$ cat src/rtl/pipe_pkg.sv
// Shared definitions for the pipeline-register slice.
//
// Contents:
//   WB_READDATA  - write-back select value that picks the data-memory read value
//   WB_ALURESULT - write-back select value that picks the ALU result
package pipe_pkg;

  localparam logic WB_READDATA  = 1'b0;
  localparam logic WB_ALURESULT = 1'b1;

endpackage

$ cat src/rtl/pipe_reg_en.sv
// Generic pipeline field register with load enable and clear-to-zero.
//
// Ports:
//   clk   - rising-edge clock
//   rst_n - synchronous active-low reset, loads RST_VAL
//   en    - load d into the register
//   clr   - load zero; wins over en so a bubble can be injected while stalled
//   d     - next value
//   q     - registered value
module pipe_reg_en #(
  parameter int           W       = 1,
  parameter logic [W-1:0] RST_VAL = '0
) (
  input  logic         clk,
  input  logic         rst_n,
  input  logic         en,
  input  logic         clr,
  input  logic [W-1:0] d,
  output logic [W-1:0] q
);

  // Reset dominates clear, clear dominates load, otherwise hold.
  always_ff @(posedge clk) begin
    if (!rst_n) begin
      q <= RST_VAL;
    end else if (clr) begin
      q <= '0;
    end else if (en) begin
      q <= d;
    end
  end

endmodule

$ cat src/rtl/pipe_mem_wb_fwd.sv
// MEM/WB pipeline register with write-back mux, forwarding compare and a
// retired-instruction counter.
//
// Ports:
//   CLK, RST              - clock and synchronous active-low reset
//   Stall_i, Flush_i      - hold the stage / turn the incoming slot into a bubble
//   Valid_i, RF_WE_i      - MEM-stage valid and register-write enable
//   ReadData_i, AluResult_i, WBSelect_i, A3_i - MEM-stage data fields
//   Src1_i, Src2_i        - EX-stage source addresses for forwarding compare
//   Valid_o, RF_WE_o, A3_o, WBData_o - registered WB-stage view
//   Fwd1_o, Fwd2_o        - WB-stage result matches Src1_i / Src2_i
//   RetireCount_o         - wrapping count of retired valid instructions
module pipe_mem_wb_fwd
  import pipe_pkg::*;
#(
  parameter int N  = 32,
  parameter int A  = 4,
  parameter int CW = 32
) (
  input  logic          CLK,
  input  logic          RST,
  input  logic          Stall_i,
  input  logic          Flush_i,
  input  logic          Valid_i,
  input  logic [N-1:0]  ReadData_i,
  input  logic [N-1:0]  AluResult_i,
  input  logic          RF_WE_i,
  input  logic          WBSelect_i,
  input  logic [A-1:0]  A3_i,
  input  logic [A-1:0]  Src1_i,
  input  logic [A-1:0]  Src2_i,
  output logic          Valid_o,
  output logic          RF_WE_o,
  output logic [A-1:0]  A3_o,
  output logic [N-1:0]  WBData_o,
  output logic          Fwd1_o,
  output logic          Fwd2_o,
  output logic [CW-1:0] RetireCount_o
);

  logic          load;
  logic          retire;
  logic          valid_q;
  logic          rf_we_q;
  logic          wb_sel_q;
  logic [A-1:0]  a3_q;
  logic [N-1:0]  read_data_q;
  logic [N-1:0]  alu_result_q;
  logic [CW-1:0] count_q;

  // A flush only kills the control bits; data fields simply hold, since a
  // bubble's payload is never consumed.
  assign load   = !Stall_i && !Flush_i;
  // The instruction currently in WB leaves the stage on any unstalled edge,
  // whether or not the incoming slot is flushed.
  assign retire = valid_q && !Stall_i;

  pipe_reg_en #(.W(1)) u_valid (
    .clk(CLK), .rst_n(RST), .en(load), .clr(Flush_i), .d(Valid_i), .q(valid_q)
  );

  pipe_reg_en #(.W(1)) u_rf_we (
    .clk(CLK), .rst_n(RST), .en(load), .clr(Flush_i), .d(RF_WE_i), .q(rf_we_q)
  );

  pipe_reg_en #(.W(1)) u_wb_sel (
    .clk(CLK), .rst_n(RST), .en(load), .clr(1'b0), .d(WBSelect_i), .q(wb_sel_q)
  );

  pipe_reg_en #(.W(A)) u_a3 (
    .clk(CLK), .rst_n(RST), .en(load), .clr(1'b0), .d(A3_i), .q(a3_q)
  );

  pipe_reg_en #(.W(N)) u_read_data (
    .clk(CLK), .rst_n(RST), .en(load), .clr(1'b0), .d(ReadData_i), .q(read_data_q)
  );

  pipe_reg_en #(.W(N)) u_alu_result (
    .clk(CLK), .rst_n(RST), .en(load), .clr(1'b0), .d(AluResult_i), .q(alu_result_q)
  );

  // Counter wraps naturally through the fixed-width add.
  pipe_reg_en #(.W(CW)) u_retire_count (
    .clk(CLK), .rst_n(RST), .en(retire), .clr(1'b0),
    .d(count_q + CW'(1)), .q(count_q)
  );

  assign Valid_o       = valid_q;
  assign RF_WE_o       = rf_we_q && valid_q;
  assign A3_o          = a3_q;
  assign WBData_o      = (wb_sel_q == WB_ALURESULT) ? alu_result_q : read_data_q;
  assign Fwd1_o        = RF_WE_o && (a3_q == Src1_i);
  assign Fwd2_o        = RF_WE_o && (a3_q == Src2_i);
  assign RetireCount_o = count_q;

endmodule

$ cat config.mk
export PLATFORM = sky130hd
export DESIGN_NAME = pipe_mem_wb_fwd
export DESIGN_NICKNAME = d
export VERILOG_FILES = /design/src/rtl/pipe_pkg.sv /design/src/rtl/pipe_reg_en.sv /design/src/rtl/pipe_mem_wb_fwd.sv
export SDC_FILE = /design/constraint.sdc
export NUM_CORES = 1
export LEC_CHECK = 0
export CORE_AREA = 2 2 103 105
export CTS_CLUSTER_DIAMETER = 60
export DETAILED_ROUTE_END_ITERATION = 8
export DIE_AREA = 0 0 105 107
export PLACE_DENSITY = 0.78
export SLEW_MARGIN = 40
export SYNTH_ARGS = -nofsm -noshare
export SYNTH_HDL_FRONTEND = slang
export SYNTH_SLANG_ARGS = --single-unit
$ cat constraint.sdc
create_clock -name CLK -period 3.2 [get_ports CLK]
set_clock_uncertainty 0.15 [all_clocks]
set_input_delay 0.64 -clock CLK [delete_from_list [all_inputs] [get_ports CLK]]
set_output_delay 0.64 -clock CLK [all_outputs]
set_load 0.02 [all_outputs]
Yosys cells after proc, flatten, opt, wreduce, memory -nomap -nowiden
Index checks and enable logic that the tools add are counted.

Bits of input ports: 83. Bits in registers: 103. Output and inout bits: 72.

Bitwise gates (word level): 1. Reduce and logical (&&, ||, !) cells: 8. Mux-type cells: 1. Add/subtract/negate cells: 1. Equality and inequality tests: 2.

Operators with widths (number): adder 32 x 1 -> 32 bit, second input constant (1); two-way mux 32 bit (1); equality test 4 bit (2); logical AND 1 bit (5); logical NOT 1 bit (2); OR reduction 2 bit (1); NOT 1 bit (1).

Depth between registers and ports, before layout
Depth after elaboration: 2. Mapped depth: 7. Gate-level depth less buffers: 5.

Hierarchy
From an unflattened synthesis, not the netlist that was laid out.

Cell total of the unflattened synthesis: 485. Area total of the unflattened synthesis: 4968.5 um^2.

By module, submodules not included: pipe_reg_en at u_alu_result ... (seq. area each 640.6 um^2, area each 1173.6 um^2, cells an instance 104, instances 3); pipe_mem_wb_fwd (seq. area each 0.0 um^2, area each 1173.6 um^2, cells an instance 150, instances 1); pipe_reg_en at u_a3 (seq. area each 80.1 um^2, area each 146.4 um^2, cells an instance 14, instances 1); pipe_reg_en at u_rf_we ... (seq. area each 20.0 um^2, area each 42.5 um^2, cells an instance 3, instances 3).

Least setup slack after synthesis
Ideal clock, no wire load.

Kind: input to register. Start: input port Stall_i. End: register u_retire_count.q[22]. Stages: 6. Library setup time: 0.070 ns. Path slack: 0.743 ns. Arrival time: 2.236 ns. Path through: buf_6 nand4b_4 or4_1 buf_2 or4_1 a21oi_1.

Cells in the longest elaborated chain, start to end: 2.

Ends and longest elaborated chain: from (decl) (line pipe_mem_wb_fwd.sv:22) `input logic Stall_i,`; logical NOT 1 bit (line pipe_mem_wb_fwd.sv:56) `assign retire = valid_q && !Stall_i;`; logical AND 1 bit (line pipe_mem_wb_fwd.sv:56); to (signal assigned) (line pipe_reg_en.sv:25) `q <= RST_VAL;`; to (signal assigned) (line pipe_reg_en.sv:27) `q <= '0;`; to (signal assigned) (line pipe_reg_en.sv:29) `q <= d;`; to (decl) (line pipe_reg_en.sv:19) `output logic [W-1:0] q`.

No other way between the ends. A chain may end at the register's enable or synchronous reset.

Worst setup path in the final report
Start: input port Src2_i[1]. End: output port Fwd2_o.

Cells in the longest elaborated chain, start to end: 2.

Ends and longest elaborated chain: from (decl) (line pipe_mem_wb_fwd.sv:31) `input logic [A-1:0] Src2_i,`; equality test 4 bit (line pipe_mem_wb_fwd.sv:93) `assign Fwd2_o = RF_WE_o && (a3_q == Src2_i);`; logical AND 1 bit (line pipe_mem_wb_fwd.sv:93); to (decl) (line pipe_mem_wb_fwd.sv:37) `output logic Fwd2_o,`.

No other way between the ends.

==> flow_metrics.tcl <==
set metrics [dict create \
    status "finished clean" \
    numPortBuffers 154 \
    synthesis.instances 536 \
    antenna_left 0 \
    drtIter0Drc 187 \
    fillerInstances 933 \
    area.growth.synth_to_final_pct 41.58 \
    hold_path_class "register to register" \
    synth_area_leaders "dfxtp_1 (46%), nand2_1 (13%), a21oi_1 (9.9%)" \
    post-cts-setup-buffer-count 0 \
    crit_buf_inv 2 \
    synth_mux_area_frac 0.09239 \
    routed_wl_um 11890 \
    crit_top_cell "clkdlybuf4s50_1" \
    grt_pass1_wl_um 19210 \
    yosysSeqAreaShare 0.4642 \
    initial_core_util 0.4401 \
    synth-simple-area-share 0.2403 \
    die-area_mm2 0.01124 \
    fin_util 0.6231 \
    syn_avg_cell_area_um2 8.287 \
    fin_crit_sh 0.9169 \
    critPathTopFamily "buffers and inverters" \
    yosys_warnings 0 \
    maxCapViolCount 0 \
    vias 4241 \
    routed_via_density 5.216 \
    synthTopCellsByCount "nand2_1 (155), dfxtp_1 (103), a21oi_1 (88), mux2_2 (32), clkbuf_1 (30)" \
    finalWeightedCongestion 0.8205 \
    design.core.area_mm2 0.01009 \
    synth_edf_count 0 \
    crit_path_cell_trace "clkdlybuf4s50_1 > xnor2_1 > nand2_1 > nor4_1 > clkdlybuf4s50_1" \
    rsz0062_at_grt "no" \
    rrSetupSlack_ns 0.58 \
    critPathSlowestCell "clkdlybuf4s50_1" \
    clk-insertion-delay-late_ns 0.35 \
    die_h_um 107 \
    grt_usage 0.2084 \
    wl_per_cell_um 14.62 \
    synth_nets 620 \
    htree_levels 3 \
    slew_headroom 0.5881 \
    cp.required_ns 2.41 \
    grt_max_degree 72 \
    post_cts_resized 0 \
    synth-xor-area-share 0.03549 \
    cts_hold_buffers 0 \
    crit_type "input pin to primary output" \
    tightest_slew_ns 0.6178 \
    fmax_ghz 0.3408 \
    setup_violations 0 \
    ys_types 34 \
    cts_tree "done" \
    synth_top_area_cell "dfxtp_1" \
    synth_top_family_by_area "simple AND/OR/NAND/NOR gates" \
    die_x_um 105 \
    placed_cells 797 \
    peakVddDrop_uv 190.0 \
    synthAdderAreaFrac 0.002817 \
    cp_max_fo 1 \
    cts.path.max_buffers 2 \
    cts_made_buffers 9 \
    synth_compound_area_frac 0.1270 \
    hold_viol_final 0 \
    grt-ovfl-total 0 \
    power.density_mw_per_mm2 394.2 \
    route.detailed.drc 0 \
    async_flop_share 0 \
    min_from "u_alu_result.q[23]" \
    drv_slew 0 \
    post_route_cells_drive_above_1_share 0.08863 \
    p_leak_nw 2.181 \
    final_nets 756 \
    rows 37 \
    ys.flop_type "dfxtp_1" \
    r2r-start "u_retire_count.q[0]" \
    firstDrtPassIters 5 \
    finalNonFillerCells 813 \
    end_kind "primary output" \
    ioPinCount 155 \
    synth_most_common_cell "nand2_1" \
    slowest_delay_ns 0.66 \
    first_global_vias 4075 \
    syn-cell-area_mm2 0.004442 \
    antenna_found_initial 0 \
    num_antenna_cells 0 \
    fin_setup_tns_ns 0 \
    synth_top_area_frac 0.4642 \
    clk_pin_slew_ns 0.10 \
    place_hpwl_um 8581 \
    period_needed_ns 2.934 \
    ys_ff_latch 103 \
    worstSetupStartpointType "input pin" \
    startpoint "Src2_i[1]" \
    crit_arrival_ns 2.14 \
    cts_sinks 103 \
    cts_root_buf "clkbuf_8" \
]
[sequential cells by signal, indices dropped and copies added (netlist names)]
| name | cells |
|---|---|
| u_rf_we.q | 1 |
| u_a3.q | 4 |
| u_read_data.q | 32 |
| u_retire_count.q | 32 |
| u_wb_sel.q | 1 |
| u_valid.q | 1 |
| u_alu_result.q | 32 |
[placed cells by master (no fill, tap or decap), types with 2 or more instances in the layout]
cell type / synthesis / layout
or3_1: 8 / 8
nand2_1: 155 / 155
clkbuf_8: 0 / 9
nand3_1: 9 / 9
clkbuf_1: 30 / 2
nand4_1: 9 / 9
xor2_1: 10 / 10
or4_1: 12 / 12
clkdlybuf4s50_1: 0 / 154
o31ai_1: 10 / 10
xnor2_1: 8 / 8
buf_4: 0 / 4
mux2_2: 32 / 32
nor4_1: 6 / 6
buf_12: 0 / 3
and4_1: 5 / 5
dfxtp_1: 103 / 103
inv_1: 3 / 3
clkinvlp_4: 0 / 2
nand2b_1: 2 / 2
nor2_1: 15 / 14
a21oi_1: 88 / 88
o21ai_0: 8 / 8
mux2i_1: 5 / 5
[per-layer routing]
| metal | share of wire | vias up | GRT usage |
|---|---|---|---|
| li1 | - | 2118 | - |
| met1 | 0.41 | 2000 | 0.2446 |
| met2 | 0.51 | 109 | 0.3678 |
| met3 | 0.049 | 14 | 0.04559 |
| met4 | 0.021 | 0 | 0.08667 |
| met5 | 0 | - | 0 |
[where the power goes]
group	internal, W	switching [W]
registers	0.00132	0.0000225
logic	0.000189	0.000152
clock network	0.000363	0.000430
total	0.00187	0.000605
[through the flow]
step	cell area [um^2]	worst slack, ns	total power [W]	hold slack (ns)
6_report	6289	0.2661	0.002479	0.3074
3_3_place_gp	6098	0.2008	0.001708	0.2883
4_1_cts	6289	0.2460	0.002506	0.3093
2_1_floorplan	4442	0.7433	0.001525	0.2829
5_1_grt	6289	0.1041	0.002588	0.3308
3_5_place_dp	6098	0.08463	0.001718	0.2943
[logic make-up (layout without fill, tap and decap cells)]
kind of cell / after synthesis / in the layout
adder cells (fa/ha/maj): 1 / 1
flip-flops: 103 / 103
AO/OA/AOI/OAI: 107 / 107
multiplexers: 37 / 37
XOR/XNOR: 18 / 18
buffers and inverters: 40 / 181
AND/OR/NAND/NOR: 230 / 230
[worst paths after layout]
kind	endpoint	cells past startpoint
setup / recovery	Fwd2_o	5
hold / removal	u_alu_result.q[23]	2
setup reg to reg	u_retire_count.q[24]	5
hold reg to reg	u_alu_result.q[23]	2
[layout make-up]
cell class	count	area (um^2)	share of cell area
clock buffer	11	131.4	0.02089
clock inverter	5	58.81	0.009351
inverter	4	15.01	0.002388
multi-input combinational	393	2220	0.3530
sequential	103	2062	0.3279
tap	136	170.2	0.02706
timing repair buffer	161	1632	0.2595
[worst min-delay path: cells and delay by family, from the launching register on]
family          cells  cell delay (ns)
compound gates      1             0.05
simple gates        1             0.05
flops               1             0.32
Note: power is estimated with default switching activity, not from simulation.
